File: src/rtl/run_mul_acc_pipe.sv
// run_mul_acc_pipe: pipelined signed/unsigned multiply with optional running accumulate.
// Define RUN_MUL_ACC_SATURATE_EN for saturating conversion/accumulation and a sticky sat_flag output.
module run_mul_acc_pipe #(
  parameter int A_W       = 14,
  parameter int B_W       = 15,
  parameter int A_SIGNED  = 0,
  parameter int B_SIGNED  = 0,
  parameter int P_W       = 29,
  parameter int NUM_STAGE = 4
) (
  input  logic           clk,
  input  logic           reset,
  input  logic           ce,
  input  logic [A_W-1:0] din0,
  input  logic [B_W-1:0] din1,
  input  logic           in_valid,
  input  logic           acc_en,
  output logic [P_W-1:0] dout,
  output logic           out_valid
`ifdef RUN_MUL_ACC_SATURATE_EN
  ,
  output logic           sat_flag
`endif
);
  localparam int MW = A_W + B_W + 2;
  localparam int XW = (MW > P_W ? MW : P_W) + 2;
  localparam int ND = NUM_STAGE - 2;
  localparam bit RS = (A_SIGNED != 0) || (B_SIGNED != 0);
  logic signed [A_W:0] a_r;
  logic signed [B_W:0] b_r;
  logic v_r, e_r, fv, fe;
  logic signed [MW-1:0] prod, fp;
  logic signed [XW-1:0] px;
  logic [P_W-1:0] acc, nxt;
  always_ff @(posedge clk)
    if (reset) begin
      a_r <= '0;
      b_r <= '0;
      v_r <= 1'b0;
      e_r <= 1'b0;
    end else if (ce) begin
      a_r <= {A_SIGNED != 0 && din0[A_W-1], din0};
      b_r <= {B_SIGNED != 0 && din1[B_W-1], din1};
      v_r <= in_valid;
      e_r <= acc_en;
    end
  assign prod = MW'(a_r) * MW'(b_r);
  if (ND == 0) begin : g_comb
    assign fp = prod;
    assign fv = v_r;
    assign fe = e_r;
  end else begin : g_pipe
    logic signed [MW-1:0] p_q [ND];
    logic [ND-1:0] v_q, e_q;
    always_ff @(posedge clk)
      if (reset) begin
        for (int i = 0; i < ND; i++) p_q[i] <= '0;
        v_q <= '0;
        e_q <= '0;
      end else if (ce) begin
        p_q[0] <= prod;
        for (int i = 1; i < ND; i++) p_q[i] <= p_q[i-1];
        v_q <= ND'({v_q, v_r});
        e_q <= ND'({e_q, e_r});
      end
    assign fp = p_q[ND-1];
    assign fv = v_q[ND-1];
    assign fe = e_q[ND-1];
  end
  // exact product value, sign-extended so both conversion modes work from one signal
  assign px = {{(XW-MW){fp[MW-1]}}, fp};
`ifdef RUN_MUL_ACC_SATURATE_EN
  localparam logic signed [XW-1:0] ONE = 1;
  localparam logic signed [XW-1:0] HI = RS ? (ONE <<< (P_W-1)) - ONE : (ONE <<< P_W) - ONE;
  localparam logic signed [XW-1:0] LO = RS ? -(ONE <<< (P_W-1)) : '0;
  logic signed [XW-1:0] pc, ax, sum;
  logic p_cl, s_cl;
  always_comb begin
    p_cl = px > HI || px < LO;
    pc = px > HI ? HI : px < LO ? LO : px;
    ax = {{(XW-P_W){RS && acc[P_W-1]}}, acc};
    sum = fe ? ax + pc : pc;
    s_cl = sum > HI || sum < LO;
    nxt = sum > HI ? P_W'(HI) : sum < LO ? P_W'(LO) : P_W'(sum);
  end
  always_ff @(posedge clk)
    if (reset) sat_flag <= 1'b0;
    else if (ce && fv) sat_flag <= (p_cl || s_cl) ? 1'b1 : fe && sat_flag;
`else
  assign nxt = fe ? acc + P_W'(px) : P_W'(px);
`endif
  always_ff @(posedge clk)
    if (reset) begin
      acc <= '0;
      out_valid <= 1'b0;
    end else if (ce) begin
      out_valid <= fv;
      if (fv) acc <= nxt;
    end
  assign dout = acc;
endmodule

File: config.mk
export PLATFORM = sky130hd
export DESIGN_NAME = run_mul_acc_pipe
export DESIGN_NICKNAME = d
export VERILOG_FILES = /design/src/rtl/run_mul_acc_pipe.sv
export SDC_FILE = /design/constraint.sdc
export NUM_CORES = 1
export LEC_CHECK = 0
export ABC_CLOCK_PERIOD_IN_PS = 5700
export CORE_MARGIN = 2
export CORE_UTILIZATION = 29
export CTS_BUF_LIST = sky130_fd_sc_hd__clkbuf_4 sky130_fd_sc_hd__clkbuf_8 sky130_fd_sc_hd__clkbuf_16
export DETAILED_ROUTE_END_ITERATION = 8
export GPL_TIMING_DRIVEN = 0
export PLACE_DENSITY = 0.48
export RECOVER_POWER = 25
export SLEW_MARGIN = 25
export SYNTH_ARGS = -nofsm -noshare
export SYNTH_HDL_FRONTEND = slang
export SYNTH_SLANG_ARGS = --single-unit
File: constraint.sdc
create_clock -name clk -period 5.7 [get_ports clk]
set_input_delay 0.855 -clock clk [delete_from_list [all_inputs] [get_ports clk]]
set_output_delay 0.855 -clock clk [all_outputs]
set_load 0.05 [all_outputs]
* Yosys cells after proc, flatten, opt, wreduce, memory -nomap -nowiden
Memories as Yosys holds them, arrays and structs flattened.
Cells that the tools add are included.
** Storage, ports and cells
- Bits in registers :: 65
- Bits in writable memories :: 62
- Input bits :: 34
- Output and inout bits :: 30
- Logic and storage cells :: 22
- Memories kept :: 1
** Memories
- g_pipe.p_q :: words 2, width 31, read ports 2, clocked after Yosys merged registers in 0, write ports 2, line 53 : logic signed [MW-1:0] p_q [ND];
** Operators by class
- Add/subtract/negate cells :: 1
- Multipliers :: 1
- Multiplexer cells :: 8
- Bitwise operators :: 2
- Reduce and logical (&&, ||, !) cells :: 1
** Operators with widths (count)
- 31-bit 2-to-1 mux :: 2
- 29-bit adder :: 1
- 14-bit by 15-bit multiplier with 29-bit output :: 1
- 29-bit 2-to-1 mux :: 1
- 1-bit 2-to-1 mux :: 5
- 1-bit bitwise OR :: 2
- 2-bit AND reduction :: 1

* Logic depth before layout (Yosys ltp)
Gate-level depths: netlist (run 1).
- Word-level depth :: 4
- Mapped depth :: 23
- Depth with buffers taken out :: 22

* Worst setup path before layout (run 1)
No wires, ideal clock.
- Kind :: reg2reg
- Start point :: reg a_r[4]
- End point :: mem g_pipe.p_q[0][26] (netlist bit), data pin
- Library setup time :: 0.266 ns
- Arrival :: 5.667 ns
- Data required time :: 5.434 ns
- Path slack :: -0.233 ns
- Stages on the path, launching flop included :: 24
- Buffers on the path :: 1
- Clock period less this slack :: 5.933 ns
- Path through :: dfxtp_1 clkbuf_1 and2_1 fa_1 inv_1 fa_1 inv_1 fa_1 inv_1 fa_1 inv_1 fa_1 inv_1 fa_1 inv_1 ha_1 a21oi_1 nand3_1 o21a_1 a2111oi_2 o211ai_1 a41oi_1 xor2_1 nor2_1
** RTL lines
- start, declared :: line 29 : logic signed [A_W:0] a_r;
- start signal, assigned :: line 42 : a_r <= {A_SIGNED != 0 && din0[A_W-1], din0};
- end, declared :: line 53

==> results of run 1 <==
## cells by family (layout without fill, tap and decap cells)
family                   Yosys count  in the layout
AO/OA/AOI/OAI                    215            215
XOR/XNOR                          38             38
adder cells (fa/ha/maj)          275            275
buffers and inverters            280            401
flip-flops                       123            123
multiplexers                      45             45
AND/OR/NAND/NOR                  463            463
## power groups by stage
stage | Clock, mW | Combinational, mW | Sequential (mW)
2_1_floorplan | 0 | 0.442 | 1.02
3_3_place_gp | 0 | 0.612 | 1.04
3_5_place_dp | 0 | 0.614 | 1.04
4_1_cts | 1.16 | 0.648 | 1.02
5_1_grt | 1.20 | 0.751 | 1.03
6_report | 1.13 | 0.671 | 1.02
## path summary, 6_finish.rpt
check / depth (start not counted) / slack (ps) / to / from
setup reg to reg: 23 / -290 / g_pipe.p_q[0][28] / a_r[4]
hold / removal: 1 / 500 / g_pipe.p_q[0][45] / g_pipe.p_q[0][14]
hold reg to reg: 1 / 500 / g_pipe.p_q[0][45] / g_pipe.p_q[0][14]
setup / recovery: 23 / -290 / g_pipe.p_q[0][28] / a_r[4]
## layer usage
| layer | GRT usage, % | vias up | wire length [µm] |
|---|---|---|---|
| li1 | - | 4938 | - |
| met1 | 21.8 | 4918 | 17500 |
| met2 | 28.0 | 225 | 17900 |
| met3 | 2.12 | 63 | 1500 |
| met4 | 6.01 | 0 | 1210 |
| met5 | 0 | - | 0 |
## Yosys cell counts, drive strengths merged, types with 6 or more instances
cell	count
nor3	16
xnor2	29
mux2i	42
a31oi	14
or3	6
o21a	8
nor2b	7
nand4	6
clkbuf	58
a21o	20
dfxtp	65
inv	211
xor2	9
nand3	17
fa	154
nand2b	9
and3	6
o211ai	7
edfxtp	58
buf	6
a21oi	66
nor2	91
a211oi	16
o21ai	41
ha	121
nand2	165
and2	120
## metrics by stage
step / setup WS [ps] / cell area (µm²) / utilization (%) / hold WS, ps
2_1_floorplan: 5.74 / 13400 / - / 460
3_3_place_gp: -828 / 14800 / 32.6 / 477
3_5_place_dp: -844 / 14800 / 32.7 / 488
4_1_cts: -303 / 15800 / 34.8 / 504
5_1_grt: -538 / 16000 / 35.4 / 522
6_report: -290 / 16000 / 35.4 / 500
## final cells by class
cell class,instances,area (µm²),share of cell area (%)
inverters,213,800,4.99
multi-input cells,1036,9330,58.2
plain buffers,67,598,3.73
well taps,600,751,4.69
repair buffers,89,838,5.23
clock inverters,15,164,1.02
flip-flops and latches,123,3110,19.4
clock buffers,17,425,2.66
## flip-flops by register name (all words and copies together) (netlist names)
register    cells
g_pipe.e_q      2
b_r            15
dout           29
v_r             1
g_pipe.p_q     58
a_r            14
g_pipe.v_q      2
e_r             1
out_valid       1
## timing repair
action                                  in CTS  in global routing
hold buffers                                 0                  0
hold endpoints to repair                     0                  0
setup buffers                               11                 18
endpoints found under the setup margin      16                 16
gates resized for setup                     89                 55
pin swaps                                   22                 26
==> impl_metrics.yaml, run 1 <==
route:
  wl_per_cell_um: 17.6
  dr.pass1.iters: 5
  via_count: 10100
  ant_nets: 0
  drc_errors: 0
  vias_per_cell: 4.70
  routed_wl_um: 38100
  drt_iter0_drc: 523
setup_path:
  critPathRequiredTime_ps: 5870
  crit_buf_inv: 7
  worstPathCellList: "clkbuf_16 -> and2_4 -> fa_1 -> inv_1 -> fa_1 -> inv_2 -> fa_1 -> inv_2 -> fa_1 -> inv_1 -> fa_1 -> inv_2 -> fa_1 -> inv_2 -> ha_4 -> a21oi_4 -> nand3_2 -> o21a_4 -> a2111oi_4 -> o211ai_1 -> a311oi_2 -> xnor2_1 -> nor2_1"
  start_kind: "register"
  crit_arrival_ps: 6160
  cp_max_fo: 4
  path_class: "reg -> reg"
  cpPeakStageDelay_ps: 520
  cpMaxStageDelayCell: "fa_1"
  cpLargestDelayFamily: "adder cells"
  end_kind: "register"
  crit_path_frequent_cell: "fa_1"
clock_tree:
  cts_buffers: 17
  clockRootBuffer: "clkbuf_16"
  cts_buffer_depth: 2
  cts_sinks: 123
  clock_insertion_delay_worst_skew_ps: 440
  clk_pin_slew_ps: 70
  cts_tree: "built"
  htreeDepth: 4
timing:
  min_period_ps: 5990
  tightest_slew_ps: 1160
  report.final.slew_viol_count: 0
  slew_headroom_pct: 23.0
  setup_ws_ps: -290
  setup_violations: 11
  rsz0062_at_grt: "yes"
  setup_tns_ps: -1190
  clock_skew_ps: 19.0
  period_share_pct: 105
  timing.fmax_mhz: 167
  final-hold-violation-count: 0
yosys:
  synthDistinctLibCells: 78
  netlist.area_leader.share_pct: 23.2
  synth_compound_area_share_pct: 10.9
  yosys-top-cells-area: "fa_1, edfxtp_1, ha_1, dfxtp_1, inv_1"
  synth_seq_cells: 123
  netlist_instances: 1439
  synthAdderAreaFrac_pct: 34.6
  synth_edf_count: 58
  synthMuxAreaShare_pct: 3.42
  synth_top_cell_by_area: "fa_1"
  async_flop_share_pct: 0
  synth_nets: 1748
  yosysWarnings: 0
  ys_seq_area_share_pct: 22.9
  yosys.area_share.xor_xnor_pct: 2.50
  syn-cell-area_um2: 13300
  syn_avg_cell_area_um2: 9.24
  ys.flop_type: "dfxtp_1"
  synth_top_family_by_area: "adder cells"
  synth-simple-area-share_pct: 17.1
grt:
  track_usage_pct: 16.6
  grt_pass1_wl_um: 60300
  antenna_found_initial: 0
  grt-ovfl-total: 0
  grt_start_max_net_pins: 59
  grt_pass1_vias: 10600
cells_and_area:
  layout_commonest_cell: "inv_1"
  final_nets: 1856
  fillCellCount: 4682
  area_growth_syn_to_layout_pct: 20.4
  drive_gt1_share_pct: 11.3
  layout_common_cells: "inv_1, nand2_1, fa_1, ha_1, and2_1"
  instances_no_fill: 2160
  diodes: 0
die:
  die_h_um: 218
  core_area_um2: 45300
  start_util_pct: 29.4
  die_w_um: 218
  num_rows: 78
  die_area_um2: 47600
  io_pins: 64
power:
  p_comb_share_pct: 23.7
  switching_power_mw: 0.899
  peakVddDrop_uv: 178
  fin_total_pwr_mw: 2.83
  p_leak_nw: 7.23
  seqPwrFrac_pct: 36.1
  power.density_nw_per_um2: 176
  internal-power_mw: 1.93
  clkPwrFrac_pct: 40.1
  netSwitchingFraction_pct: 31.8
place:
  port_buffers: 62
  place_congestion: 0.896
  dp_hpwl_um: 28900
  dp.cells: 2101
job:
  max-cap-violations: 0
run_status:
  violations: "negative setup slack"
  outcome: "complete, but fails checks"
worst_hold_path:
  hold_class: "reg -> reg"
(Power assumes the default switching activity.)
==> run 2, diff against run 1 <==
--- a/config.mk
+++ b/config.mk
@@ -8,10 +8,9 @@
 export ABC_CLOCK_PERIOD_IN_PS = 5700
 export CORE_MARGIN = 2
 export CORE_UTILIZATION = 29
-export CTS_BUF_LIST = sky130_fd_sc_hd__clkbuf_4 sky130_fd_sc_hd__clkbuf_8 sky130_fd_sc_hd__clkbuf_16
 export DETAILED_ROUTE_END_ITERATION = 8
 export GPL_TIMING_DRIVEN = 0
-export PLACE_DENSITY = 0.48
+export PLACE_DENSITY = 0.53
 export RECOVER_POWER = 25
 export SLEW_MARGIN = 25
 export SYNTH_ARGS = -nofsm -noshare
==> run 2 against run 1 <==
The run still ends with negative setup slack left. Register-to-register slack gained 50 ps. Non-clock buffer count grew 13. Maximum frequency grew 0.90%. Cell count grew 0.60%. Sequential share of layout area shrank 0.16 points. First-iteration DRC count shrank 4.0%. Wire length shrank 3.7%. Worst setup slack gained 53 ps.
==> impl_metrics.yaml, run 2 (synthesized netlist as in run 1, its figures left out) <==
run_status:
  outcome: "complete, but fails checks"
  violations: "negative setup slack"
timing:
  period_share_pct: 104
  setup_violations: 8
  min_period_ps: 5940
  final-hold-violation-count: 0
  timing.fmax_mhz: 168
  tightest_slew_ps: 934
  rsz0062_at_grt: "yes"
  clock_skew_ps: 13.8
  slew_headroom_pct: 37.7
  report.final.slew_viol_count: 0
  setup_ws_ps: -237
  setup_tns_ps: -712
setup_path:
  crit_path_frequent_cell: "fa_1"
  cpPeakStageDelay_ps: 540
  path_class: "reg -> reg"
  cp_max_fo: 10
  end_kind: "register"
  cpMaxStageDelayCell: "fa_1"
  crit_arrival_ps: 6110
  worstPathCellList: "buf_8 -> nand2_1 -> fa_1 -> inv_1 -> fa_1 -> inv_1 -> fa_1 -> fa_1 -> fa_1 -> fa_1 -> inv_1 -> ha_1 -> bufbuf_16 -> a211oi_2 -> a21oi_2 -> a2111oi_4 -> o211ai_1 -> a311oi_2 -> xnor2_1 -> nor2_1"
  critPathRequiredTime_ps: 5870
  start_kind: "register"
job:
  max-cap-violations: 0
cells_and_area:
  layout_common_cells: "inv_1, nand2_1, fa_1, ha_1, and2_1"
  fillCellCount: 4646
  layout_commonest_cell: "inv_1"
  drive_gt1_share_pct: 12.6
  diodes: 0
  regMostFlops: "g_pipe.p_q"
  largest_reg_flops: 58
  area_growth_syn_to_layout_pct: 21.3
  final_nets: 1869
die:
  io_pins: 64
  num_rows: 78
  die_w_um: 218
  start_util_pct: 29.4
  die_h_um: 218
  core_area_um2: 45300
  die_area_um2: 47600
worst_hold_path:
  hold_class: "reg -> reg"
clock_tree:
  postCtsHoldBufs: 0
  cts_sinks: 123
  cts_tree: "built"
  clockRootBuffer: "clkbuf_16"
  clk_pin_slew_ps: 60
  clock_insertion_delay_worst_skew_ps: 440
  cts_buffer_depth: 2
  htreeDepth: 4
  cts_buffers: 17
grt:
  grt_pass1_wl_um: 57600
  antenna_found_initial: 0
  track_usage_pct: 15.8
  grt-ovfl-total: 0
  grt_start_max_net_pins: 59
  grt_pass1_vias: 10400
place:
  dp_hpwl_um: 28400
  port_buffers: 62
  place_congestion: 0.891
  dpl_worst_slack_ps: -827
power:
  peakVddDrop_uv: 133
  p_leak_nw: 7.32
  power.density_nw_per_um2: 174
route:
  drc_errors: 0
  wl_per_cell_um: 16.9
  ant_nets: 0
  routed_wl_um: 36700
  dr.pass1.iters: 6
  vias_per_cell: 4.71
  drt_iter0_drc: 502
  via_count: 10200
## run 2: changes by cell type in the layout (fill, tap and decap cells not counted), moves of 3 or more
cell / delta
buf_4: +13
and2_1: +3
clkdlybuf4s50_1: -6
inv_1: -4
and2_0: -5
dlygate4sd3_1: +6
inv_2: +4
## run 2: where the power goes
group          switching [mW]  internal [mW]
logic                   0.369          0.312
clock network           0.489          0.616
registers              0.0455          0.974
## run 2: area by class of cell
| class | instances | area [µm²] | share of cell area, % |
|---|---|---|---|
| buffer | 67 | 577 | 3.58 |
| clock buffer | 17 | 425 | 2.64 |
| clock inverter | 15 | 151 | 0.939 |
| inverter | 213 | 800 | 4.96 |
| multi-input combinational | 1036 | 9380 | 58.2 |
| sequential | 123 | 3110 | 19.3 |
| tap | 600 | 751 | 4.66 |
| timing repair buffer | 102 | 936 | 5.80 |
## run 2: final timing paths
path              cells past startpoint  slack [ps]    from                 to
setup / recovery                     20        -240  b_r[9]  g_pipe.p_q[0][28]
hold / removal                        2         490     e_r                e_r
setup reg to reg                     20        -240  b_r[9]  g_pipe.p_q[0][28]
hold reg to reg                       2         490     e_r                e_r
## run 2: per-layer routing
metal  vias up  share of wire (%)  global-route usage, %
met1      4967                 45                   20.1
met3        53                4.9                   3.13
met5         -                  0                      0
met2       248                 47                   27.1
li1       4960                  -                      -
met4         0                2.4                   4.33
## run 2: critical path: cells and delay by family, from the launching register on
kind            cells  cell delay (ps)
fa+ha+maj           7             3080
simple gates        2              160
flops               1              400
compound gates      5             1260
buf+inv             5              610
xor+xnor            1              160
## run 2: metrics by stage
step | hold slack, ps | instance area, µm² | instances | power (mW) | utilization [%]
after floorplan | 460 | 13400 | 1439 | 1.46 | -
after global placement | 479 | 14800 | 2101 | 1.64 | 32.6
after detailed placement | 484 | 14800 | 2101 | 1.65 | 32.7
after CTS | 502 | 15700 | 2143 | 2.79 | 34.6
after global routing | 527 | 16100 | 2173 | 2.95 | 35.6
final | 494 | 16100 | 2173 | 2.81 | 35.6
## run 2: timing repair
action	in CTS	in global routing
endpoints found under the setup margin	15	15
resized for setup	78	76
buffers inserted	10	31
pin swaps	26	36
==> run 3, diff against run 2 <==
--- a/config.mk
+++ b/config.mk
@@ -6,7 +6,6 @@
 export NUM_CORES = 1
 export LEC_CHECK = 0
 export ABC_CLOCK_PERIOD_IN_PS = 5700
-export CORE_MARGIN = 2
 export CORE_UTILIZATION = 29
 export DETAILED_ROUTE_END_ITERATION = 8
 export GPL_TIMING_DRIVEN = 0
==> constraint.sdc (replaced) <==
create_clock -name clk -period 5.7 [get_ports clk]
set_input_delay 0.855 -clock clk [delete_from_list [all_inputs] [get_ports clk]]
set_output_delay 0.855 -clock clk [all_outputs]
set_load 0.02 [all_outputs]
==> run 3 against run 2 <==
The run still ends with negative setup slack left. Core utilization shrank 0.19 points. Flip-flop and latch count unchanged. Global-route usage about the same. Register-to-register slack got worse by 70 ps. Worst setup slack worse by 65 ps. Worst hold slack gained 2.1 ps. Die area fell by 1.8%. Via count fell by 1.1%. Sequential power is essentially flat. Critical path type unchanged.
==> impl_metrics.yaml, run 3 (synthesized netlist as in run 1, its figures left out) <==
route:
  dr.pass1.iters: 5
  drc_errors: 0
  ant_nets: 0
  vias_per_cell: 4.68
  drt_iter0_drc: 540
  via_count: 10100
  routed_wl_um: 36100
  wl_per_cell_um: 16.7
place:
  port_buffers: 62
  dp.cells: 2101
  dp_hpwl_um: 27900
  place_congestion: 0.863
timing:
  clock_skew_ps: 25.1
  min_period_ps: 6000
  tightest_slew_ps: 1060
  worst_hold_slack_ps: 496
  setup_violations: 13
  slew_headroom_pct: 29.4
  period_share_pct: 105
  timing.fmax_mhz: 167
  rsz0062_at_grt: "yes"
  final-hold-violation-count: 0
  report.final.slew_viol_count: 0
  setup_ws_ps: -302
die:
  num_rows: 78
  core_area_um2: 45300
  io_pins: 64
  die_area_um2: 46700
  die_w_um: 216
  start_util_pct: 29.4
  die_h_um: 216
setup_path:
  start_kind: "register"
  end_kind: "register"
  cp_max_fo: 5
  path_class: "reg -> reg"
  crit_arrival_ps: 6290
  critPathRequiredTime_ps: 5990
power:
  seqPwrFrac_pct: 36.0
  switching_power_mw: 0.925
  p_comb_share_pct: 23.4
  clkPwrFrac_pct: 40.5
  power.density_nw_per_um2: 176
  peakVddDrop_uv: 173
  p_leak_nw: 7.35
  internal-power_mw: 1.90
  netSwitchingFraction_pct: 32.7
cells_and_area:
  fillCellCount: 4648
  largest_reg_flops: 58
  layout_common_cells: "inv_1, nand2_1, fa_1, ha_1, and2_1"
  multi_input_area_um2: 9370
  area_growth_syn_to_layout_pct: 20.6
  drive_gt1_share_pct: 11.5
  final_nets: 1858
  instances_no_fill: 2162
  regMostFlops: "g_pipe.p_q"
  regArea_um2: 3100
  layout_commonest_cell: "inv_1"
  diodes: 0
  final_util_pct: 35.4
clock_tree:
  cts_sinks: 123
  htreeDepth: 4
  clock_insertion_delay_worst_skew_ps: 440
  cts_buffers: 17
  clk_pin_slew_ps: 80
  cts_tree: "built"
  cts_buffer_depth: 2
  postCtsHoldBufs: 0
  clockRootBuffer: "clkbuf_16"
grt:
  grt_pass1_wl_um: 57200
  grt_pass1_vias: 10300
  antenna_found_initial: 0
  grt_start_max_net_pins: 59
  track_usage_pct: 15.8
  grt-ovfl-total: 0
run_status:
  violations: "negative setup slack"
  outcome: "complete, but fails checks"
worst_hold_path:
  hold_class: "reg -> reg"
job:
  max-cap-violations: 0
==> run 3: timing repair <==
action	CTS	global route
cloned	0	0
gates resized for setup	89	37
pin swaps	25	30
endpoints found under the setup margin	15	16
endpoints found under the hold margin	0	0
setup buffers	17	14
==> run 3: layout make-up <==
| type | instances | share of cell area [%] |
|---|---|---|
| buffer | 67 | 3.44 |
| clock buffer | 17 | 2.65 |
| clock inverter | 15 | 1.08 |
| inverter | 213 | 4.98 |
| multi-input combinational | 1036 | 58.4 |
| sequential | 123 | 19.4 |
| tap | 600 | 4.68 |
| timing repair buffer | 91 | 5.42 |
==> run 3: stage by stage <==
step / worst slack [ps] / instance area (µm²) / setup TNS, ps / total power, mW
final: -302 / 16000 / -2180 / 2.83
after CTS: -311 / 15800 / -2220 / 2.83
after global routing: -541 / 16000 / -5170 / 2.98
after global placement: -759 / 14800 / -5410 / 1.64
after detailed placement: -845 / 14800 / -6070 / 1.64
after floorplan: 5.74 / 13400 / 0 / 1.46
==> run 3: critical path: stages (launching register included) <==
cell and delay, ps:
dfxtp_4 360, clkbuf_16 140, and2_4 130, fa_1 500
inv_2 40, fa_1 510, inv_2 40, fa_1 510
inv_2 40, fa_1 470, inv_1 50, fa_1 490
inv_2 40, fa_1 490, inv_2 50, ha_4 230
a21oi_4 180, nand3_2 90, o21a_4 230, buf_4 130
buf_6 100, buf_6 100, buf_6 110, a21oi_2 100
nor2b_1 60, o21a_1 200, or3_1 350, nand3_1 90
==> run 3: power by group through the flow <==
stage,Clock [mW],Sequential (mW),Combinational [mW]
3_3_place_gp,0,1.04,0.594
2_1_floorplan,0,1.02,0.442
3_5_place_dp,0,1.04,0.599
4_1_cts,1.17,1.02,0.633
5_1_grt,1.21,1.02,0.741
6_report,1.15,1.02,0.662
==> run 3: metal layers <==
layer,track usage [%],up-vias,wire (µm)
met3,2.19,44,1170
li1,-,4934,-
met4,3.90,0,615
met5,0,-,0
met2,26.3,196,16900
met1,21.4,4937,17300
==> run 3: final timing paths <==
kind / depth (start not counted) / slack (ps) / start / endpoint
max: 27 / -300 / a_r[4] / g_pipe.p_q[0][16]
min: 2 / 500 / g_pipe.v_q[0] / g_pipe.v_q[0]
max reg2reg: 27 / -300 / a_r[4] / g_pipe.p_q[0][16]
min reg2reg: 2 / 500 / g_pipe.v_q[0] / g_pipe.v_q[0]
